## config.mk

```make
export PLATFORM = sky130hd
export DESIGN_NAME = apb_sram_ctrl
export DESIGN_NICKNAME = d
export VERILOG_FILES = /design/src/rtl/apb_sram_ctrl.sv
export SDC_FILE = /design/constraint.sdc
export NUM_CORES = 1
export LEC_CHECK = 0
export BUFFER_PORTS_ARGS = -buffer_cell sky130_fd_sc_hd__buf_4
export CAP_MARGIN = 0
export CORE_ASPECT_RATIO = 2
export CORE_MARGIN = 4
export CORE_UTILIZATION = 40
export CTS_BUF_LIST = sky130_fd_sc_hd__clkbuf_4 sky130_fd_sc_hd__clkbuf_8 sky130_fd_sc_hd__clkbuf_16
export DETAILED_ROUTE_END_ITERATION = 12
export PLACE_DENSITY = 0.67
export SETUP_SLACK_MARGIN = 0.05
export SLEW_MARGIN = 20
export SYNTH_ARGS = -nofsm -noshare
export SYNTH_HDL_FRONTEND = slang
export SYNTH_SLANG_ARGS = --single-unit
```

## constraint.sdc

```tcl
create_clock -name iCLK -period 5.4 [get_ports iCLK]
set_input_delay 0.81 -clock iCLK [delete_from_list [all_inputs] [get_ports iCLK]]
set_output_delay 0.81 -clock iCLK [all_outputs]
set_load 0.05 [all_outputs]
```

## src/rtl/apb_sram_ctrl.sv

```systemverilog
// APB3 slave that maps a 256x32 single-port SRAM into a 1 KB byte window.
// It decodes each transfer, issues exactly one SRAM strobe per good
// transfer, captures read data, adds optional wait states and responds
// with PREADY/PSLVERR. All outputs are registered.
module apb_sram_ctrl #(
    parameter int ADDR_W      = 12,
    parameter int WAIT_CYCLES = 0
) (
    input  logic              iCLK,
    input  logic              iRSTn,
    input  logic              iPSEL,
    input  logic              iPENABLE,
    input  logic              iPWRITE,
    input  logic [ADDR_W-1:0] iPADDR,
    input  logic [31:0]       iPWDATA,
    output logic [31:0]       oPRDATA,
    output logic              oPREADY,
    output logic              oPSLVERR,
    output logic              oCE,
    output logic              oWE,
    output logic [7:0]        oADDR,
    output logic [31:0]       oDATA_WR,
    input  logic [31:0]       iDATA_RD
);

    typedef enum logic [2:0] {
        S_IDLE,
        S_ACCESS,
        S_CAPTURE,
        S_WAIT,
        S_RESP
    } state_t;

    localparam bit         HAS_WAIT  = (WAIT_CYCLES > 0);
    localparam logic [3:0] WAIT_LOAD = HAS_WAIT ? 4'(WAIT_CYCLES - 1) : 4'd0;

    state_t      state;
    logic        write_q;
    logic [31:0] rdata_q;
    logic [3:0]  wait_cnt;
    logic        setup_err;

    // Unaligned byte address or any bit at position 10 or above set.
    assign setup_err = (iPADDR[1:0] != 2'b00) || ((iPADDR >> 10) != '0);

    // Transfer sequencer; every output is a register updated here.
    always_ff @(posedge iCLK or negedge iRSTn) begin
        if (!iRSTn) begin
            state    <= S_IDLE;
            write_q  <= 1'b0;
            rdata_q  <= '0;
            wait_cnt <= '0;
            oPRDATA  <= '0;
            oPREADY  <= 1'b0;
            oPSLVERR <= 1'b0;
            oCE      <= 1'b0;
            oWE      <= 1'b0;
            oADDR    <= '0;
            oDATA_WR <= '0;
        end else begin
            // NOTE: non-blocking defaults first; a later assignment in the same
            // cycle overrides them, so strobes and PREADY are single-cycle
            // pulses unless a state explicitly re-raises them.
            oCE      <= 1'b0;
            oWE      <= 1'b0;
            oPREADY  <= 1'b0;
            oPSLVERR <= 1'b0;
            oPRDATA  <= '0;

            case (state)
                S_IDLE: begin
                    if (iPSEL && !iPENABLE) begin
                        write_q <= iPWRITE;
                        if (setup_err) begin
                            state    <= S_RESP;
                            oPREADY  <= 1'b1;
                            oPSLVERR <= 1'b1;
                        end else begin
                            state    <= S_ACCESS;
                            oCE      <= 1'b1;
                            oWE      <= iPWRITE;
                            oADDR    <= iPADDR[9:2];
                            oDATA_WR <= iPWDATA;
                        end
                    end
                end

                S_ACCESS: begin
                    if (!iPSEL) begin
                        state <= S_IDLE;
                    end else if (!write_q) begin
                        state <= S_CAPTURE;
                    end else if (HAS_WAIT) begin
                        state    <= S_WAIT;
                        wait_cnt <= WAIT_LOAD;
                    end else begin
                        state   <= S_RESP;
                        oPREADY <= 1'b1;
                    end
                end

                S_CAPTURE: begin
                    rdata_q <= iDATA_RD;
                    if (!iPSEL) begin
                        state <= S_IDLE;
                    end else if (HAS_WAIT) begin
                        state    <= S_WAIT;
                        wait_cnt <= WAIT_LOAD;
                    end else begin
                        state   <= S_RESP;
                        oPREADY <= 1'b1;
                        oPRDATA <= iDATA_RD;
                    end
                end

                S_WAIT: begin
                    if (!iPSEL) begin
                        state <= S_IDLE;
                    end else if (wait_cnt == 4'd0) begin
                        state   <= S_RESP;
                        oPREADY <= 1'b1;
                        oPRDATA <= write_q ? 32'h0 : rdata_q;
                    end else begin
                        wait_cnt <= wait_cnt - 4'd1;
                    end
                end

                S_RESP: begin
                    state <= S_IDLE;
                end

                default: begin
                    state <= S_IDLE;
                end
            endcase
        end
    end

endmodule

```

==> summary.txt, run 1 <==
Post CTS Setup Buffer Count -> 0
Max Clock Skew -> 0.00804 ns
register area -> 2900 µm²
Fill cells -> 849
fmax -> 0.450 GHz
Setup CP Type -> reg2reg
Arrival @ worst endpoint -> 2.50 ns
final WL -> 9.62 mm
antenna-violating nets left -> 0
DIE AREA -> 12700 µm²
Via-to-Cell Ratio -> 4.82
Syn-to-layout area delta -> 43.4%
nets@finish -> 517
Post-Syn Area -> 4340 µm²
Power Dens Cells -> 407 nW/µm²
setup TNS -> 0 ns
CTS Root Cell -> clkbuf_16
GP Congestion -> 0.707
outcome -> completed
syn_area_per_cell -> 16.1 µm²
hold_buf cts -> 0
Via Count -> 2816
crit start category -> flip-flop
GRT Residual Overflow -> 0
Max clock buf depth -> 2
All-Layer GR Usage -> 15.9%
global-route wire length before repair -> 15.1 mm
post-route minimum period -> 2.22 ns
maxcap violations -> 0
Critical Path RT -> 5.68 ns
initial antenna violation count -> 0
initial DRC count -> 42
Hold Path Class -> reg2reg
Worst R2R Setup Slack -> 3.18 ns
# DRC -> 0
Worst Tran Pin Value -> 0.832 ns
Worst-Skew Late Latency -> 0.40 ns
critical path, cell by cell -> or4b_4 -> nor3b_4 -> buf_4 -> mux2_2
slew margin rel. -> 44.5%
fin util -> 59.0%
Sink Count -> 116
number of gates resized after CTS -> 0
crit path buf inv count -> 1
clk slew on worst S/H paths -> 0.05 ns
n_diodes -> 0
io pins -> 157
share of cells above drive strength 1 -> 60.6%
Syn Nets -> 352
row count -> 53
worst ir drop on vdd -> 0.000245 V
max-slew violation count -> 0
Initial Util -> 41.2%
cts bufs inserted -> 17
vias in the first global route -> 3105
CTS tree -> yes
CP top delay family -> simple AND/OR/NAND/NOR gates
final hold vios -> 0
Port Buffers -> 156
largest net degree at the start of global routing -> 71
CP max-delay cell -> or4b_4
Die X -> 81.7 µm
flops & latches, synth -> 116
RSZ-0062 raised after global routing -> no
Pleak -> 3.20 nW
Worst path max stage delay -> 0.59 ns
Yosys cell types -> 24
Final Cycle Share -> 41.1%
yosys warns -> 0
multi-input logic area -> 1340 µm²
Finish-stage setup viols -> 0
worst-path maximum fanout -> 43
Post-Synthesis Cells -> 269
post-DP HPWL -> 6.74 mm
Die Y -> 155 µm
Setup crit end kind -> flip-flop
H-tree depth -> 4
sequential area share after synthesis -> 66.9%
core area -> 10500 µm²
DR pass1 iterations -> 4
Avg WL per Cell -> 16.5 µm
-- cells in the final DEF (no fill, tap or decap), drive strengths merged, types with 4 or more instances in the layout --
master | Yosys | layout
buf | 13 | 161
inv | 2 | 5
nor3 | 4 | 4
mux2 | 73 | 73
dfrtp | 116 | 116
clkinvlp | 0 | 7
a22o | 32 | 32
clkbuf | 2 | 18
-- where the power goes --
group          switching (mW)  internal, mW  total, mW
sequential             0.0395         0.946      0.986
clock                   0.404         0.694       1.10
combinational           0.282         0.167      0.450
-- synth_stat cells (all sizes together) --
cell,count,area [µm²]
dfrtp,116,2900
mux2,73,822
a22o,32,280
buf,13,90.1
nor3,4,20.0
a21oi,3,15.0
and2,3,18.8
nor3b,3,33.8
xnor2,3,26.3
a211o,2,17.5
clkbuf,2,7.51
ha,2,25.0
inv,2,7.51
nand3,2,10.0
nor2,2,7.51
and4b,1,10.0
nand2,1,3.75
nand4b,1,8.76
nor4,1,6.26
or2,1,6.26
or3b,1,8.76
or4b,1,13.8
-- routing by layer --
| layer | up-vias | share of wire [%] | global-route usage, % |
|---|---|---|---|
| met5 | - | 0 | 0 |
| met4 | 0 | 1.1 | 6.42 |
| met3 | 6 | 9.1 | 5.50 |
| met2 | 109 | 53 | 27.5 |
| met1 | 1395 | 36 | 17.2 |
| li1 | 1306 | - | - |
-- state kept, by name (all words and copies together) (netlist names) --
| signal | count |
|---|---|
| oADDR | 8 |
| oPREADY | 1 |
| wait_cnt | 4 |
| oCE | 1 |
| oDATA_WR | 32 |
| rdata_q | 32 |
| oPRDATA | 32 |
| oWE | 1 |
| oPSLVERR | 1 |
| state | 3 |
| write_q | 1 |
-- through the flow --
stage | cells | worst slack, ns | hold slack (ns) | instance area [µm²] | power [mW]
2_1_floorplan | 269 | 3.10 | 0.439 | 4340 | 1.27
3_3_place_gp | 552 | 2.83 | 0.467 | 5630 | 1.45
3_5_place_dp | 552 | 2.77 | 0.468 | 5630 | 1.46
4_1_cts | 584 | 3.17 | 0.480 | 6230 | 2.57
5_1_grt | 584 | 3.06 | 0.498 | 6230 | 2.64
6_report | 584 | 3.18 | 0.473 | 6230 | 2.53
-- area by class of cell --
| class | instances | area share [%] |
|---|---|---|
| multi-input cells | 136 | 21.6 |
| clock buffers | 18 | 7.05 |
| repair buffers | 161 | 19.4 |
| clock inverters | 14 | 2.45 |
| inverters | 2 | 0.121 |
| well taps | 137 | 2.75 |
| flip-flops and latches | 116 | 46.6 |
-- worst paths after layout --
check | from | end | cells past startpoint
setup / recovery | state[2] | oDATA_WR[12] | 4
hold / removal | wait_cnt[3] | wait_cnt[3] | 1
setup reg to reg | state[2] | oDATA_WR[12] | 4
hold reg to reg | wait_cnt[3] | wait_cnt[3] | 1
max in group asynchronous | iRSTn | rdata_q[20] | 2
min in group asynchronous | iRSTn | oWE | 1
-- logic make-up after synthesis --
family	synth area share [%]
compound gates	7.20
mux	18.9
buf+inv	2.42
xor+xnor	0.605
flops	66.9
simple gates	3.40
fa+ha+maj	0.576
No activity file was read; power rests on OpenSTA's default activity.
==> run 2: changes to the inputs <==
ABC_AREA = 1   (was not set)
PLACE_DENSITY = 0.66   (was 0.67)
clock period = 2.2 ns   (was 5.4 ns; I/O delays follow)
==> run 2 against run 1 <==
  * Combinational power grew to 2.5 times the previous value
  * Critical path type unchanged
  * Highest routed layer unchanged
  * Power grew 150%
  * Cell count grew 43%
  * Critical endpoint is now oDATA_WR[19]
  * Flip-flop and latch count is the same
==> summary.txt, run 2 <==
worst-path maximum fanout -> 42 (-2.3%)
Via-to-Cell Ratio -> 4.85 (+0.51%)
most frequent cells in the layout -> nand2_1, buf_4, dfrtp_1
Yosys top cell by area -> dfrtp_1
Post-Synthesis Cells -> 524 (+95%)
initial DRC count -> 166 (+300%)
sequential area share after synthesis -> 62.3% (-4.6 points)
flops & latches, synth -> 116 (unchanged)
Critical Path RT -> 2.48 ns (-3.20 ns)
hold_buf cts -> 1 (+1)
DR pass1 iterations -> 5 (+1)
Finish-stage setup viols -> 0 (unchanged)
fin util -> 57.7% (-1.4 points)
cell with the most instances after synthesis -> nand2_1
All-Layer GR Usage -> 18.0% (+2.2 points)
global-route wire length before repair -> 19.7 mm (+30%)
area share of the largest cell type after synthesis -> 62.3% (-4.6 points)
outcome -> completed
antenna-violating nets left -> 0 (unchanged)
Initial Util -> 41.0% (-0.13 points)
Fill cells -> 1025 (+21%)
top flop regs -> oDATA_WR (32), oPRDATA (32), rdata_q (32)
initial antenna violation count -> 0 (unchanged)
worst ir drop on vdd -> 0.000733 V (+200%)
Power Dens Cells -> 955 nW/µm² (+130%)
Die Y -> 161 µm (+3.4%)
Highest Signal Layer -> met4
commonest non-fill, non-tap cell in the layout -> nand2_1
Max clock buf depth -> 2 (unchanged)
PnR Total Power -> 6.25 mW (+150%)
max-slew violation count -> 0 (unchanged)
crit start category -> flip-flop
GRT Residual Overflow -> 0 (unchanged)
RSZ-0062 raised after global routing -> no
Post CTS Setup Buffer Count -> 0 (unchanged)
H-tree depth -> 4 (unchanged)
fmax -> 0.577 GHz (+28%)
Avg WL per Cell -> 14.3 µm (-13%)
Port Buffers -> 156 (unchanged)
Final Cycle Share -> 78.7% (+38 points)
# DRC -> 0 (unchanged)
io pins -> 157 (unchanged)
slew margin rel. -> 73.1% (+29 points)
final WL -> 11.9 mm (+24%)
core area -> 11400 µm² (+7.7%)
Syn-to-layout area delta -> 40.5%
Yosys cell types -> 19 (-21%)
Hold Path Class -> in2reg
post-route minimum period -> 1.73 ns (-0.489 ns)
nets@finish -> 765 (+48%)
Syn Nets -> 607 (+72%)
DIE AREA -> 13500 µm² (+6.8%)
Worst Tran Pin Value -> 0.404 ns (-0.428 ns)
Setup CP Type -> reg2reg
GP Congestion -> 0.780 (+10%)
ranking of synthesized cells by area -> dfrtp_1, nand2_1, nand3_1, buf_2, inv_1
row count -> 55 (+3.8%)
metal3 WL -> 888 µm (+1.7%)
EDFF count, synth -> 0 (unchanged)
Setup crit end kind -> flip-flop
Die X -> 84.3 µm (+3.3%)
final hold vios -> 0 (unchanged)
Sink Count -> 116 (unchanged)
setup TNS -> 0 ns (unchanged)
fin cells -> 835 (+43%)
Post-Route M1 WL -> 4.58 mm (+30%)
vias in the first global route -> 4144 (+33%)
maxcap violations -> 0 (unchanged)
Post-synth top cells -> nand2_1, dfrtp_1, nand3_1
Worst-Skew Late Latency -> 0.40 ns (about the same)
Pleak -> 3.67 nW (+14%)
Max Clock Skew -> 0.00885 ns (+0.000808 ns)
async set or reset register ratio after synthesis -> 100% (unchanged)
Top FF cell, synth -> dfrtp_1
CTS Root Cell -> clkbuf_16
Via Count -> 4047 (+44%)
cts bufs inserted -> 17 (unchanged)
Arrival @ worst endpoint -> 2.02 ns (-0.48 ns)
syn_area_per_cell -> 8.89 µm² (-45%)
post-DP HPWL -> 8.41 mm (+25%)
n_diodes -> 0 (unchanged)
share of cells above drive strength 1 -> 30.3% (-30 points)
metal2 WL -> 6.33 mm (+23%)
yosys warns -> 0 (unchanged)
CTS tree -> yes
Placed Instances -> 804 (+46%)
largest net degree at the start of global routing -> 48 (-32%)
number of gates resized after CTS -> 0 (unchanged)
Post-Syn Area -> 4660 µm² (+7.3%)
clk slew on worst S/H paths -> 0.05 ns (about the same)
run 2: cell count changes in the layout (fill, tap and decap cells not counted), sizes merged, moves of 4 or more:
cell / delta
nand2: +232
nand3: +106
mux2: -73
a22o: -32
inv: +11
nor2: +11
buf: +7
clkinvlp: -5
nor3: -4
o21ai: +4
run 2: final timing paths:
| check | from | to | slack, ns | cells past startpoint |
|---|---|---|---|---|
| hold / removal | iDATA_RD[15] | oPRDATA[15] | 0.14 | 3 |
| setup / recovery | state[2] | oDATA_WR[19] | 0.47 | 7 |
| max in group asynchronous | iRSTn | oCE | 1.20 | 3 |
| hold reg to reg | rdata_q[11] | rdata_q[11] | 0.47 | 2 |
| setup reg to reg | state[2] | oDATA_WR[19] | 0.47 | 7 |
| min in group asynchronous | iRSTn | rdata_q[29] | 0.37 | 2 |
run 2: critical path, cell delays in order (launching register included):
cell and delay (ns):
dfrtp_1 0.44, nor2_2 0.20, nand2_1 0.11, nor2_4 0.32, nand2_2 0.09, buf_4 0.27
nand2_1 0.11, nand2_1 0.06
run 2: final cells by class:
type,count,area (µm²),share of cell area (%)
Clock buffer,20,454,6.93
Clock inverter,10,109,1.66
Inverter,15,56.3,0.860
Multi-Input combinational cell,363,1570,23.9
Sequential cell,116,2900,44.3
Tap cell,142,178,2.71
Timing Repair Buffer,169,1280,19.6
run 2: layer usage:
metal  track usage (%)  vias to the layer above
met5                 0                        -
met4              5.71                        0
met3              6.16                        8
met2              31.8                      154
met1              20.1                     1908
li1                  -                     1977
run 2: report_power, final:
part | total [mW] | switching [mW] | internal, mW | leakage (nW)
clock | 2.61 | 0.910 | 1.70 | 0.279
combinational | 1.13 | 0.765 | 0.363 | 1.91
sequential | 2.52 | 0.142 | 2.37 | 1.47
run 2: metrics by stage:
stage	hold WS (ns)	instance area [µm²]	worst slack, ns
2_1_floorplan	0.0344	4660	0.911
3_3_place_gp	0.247	5980	0.552
3_5_place_dp	0.251	5980	0.475
4_1_cts	0.120	6550	0.486
5_1_grt	0.123	6550	0.352
6_report	0.144	6550	0.468
run 2: kinds of logic after synthesis:
kind of cell | after synthesis | synth area share (%)
DFF | 116 | 62.3
xor gates and xnor gates | 1 | 0.188
and+or+nand+nor | 356 | 32.4
AOI/OAI and AO/OA | 4 | 0.430
buffers and inverters | 45 | 4.16
adders and majority gates | 2 | 0.537
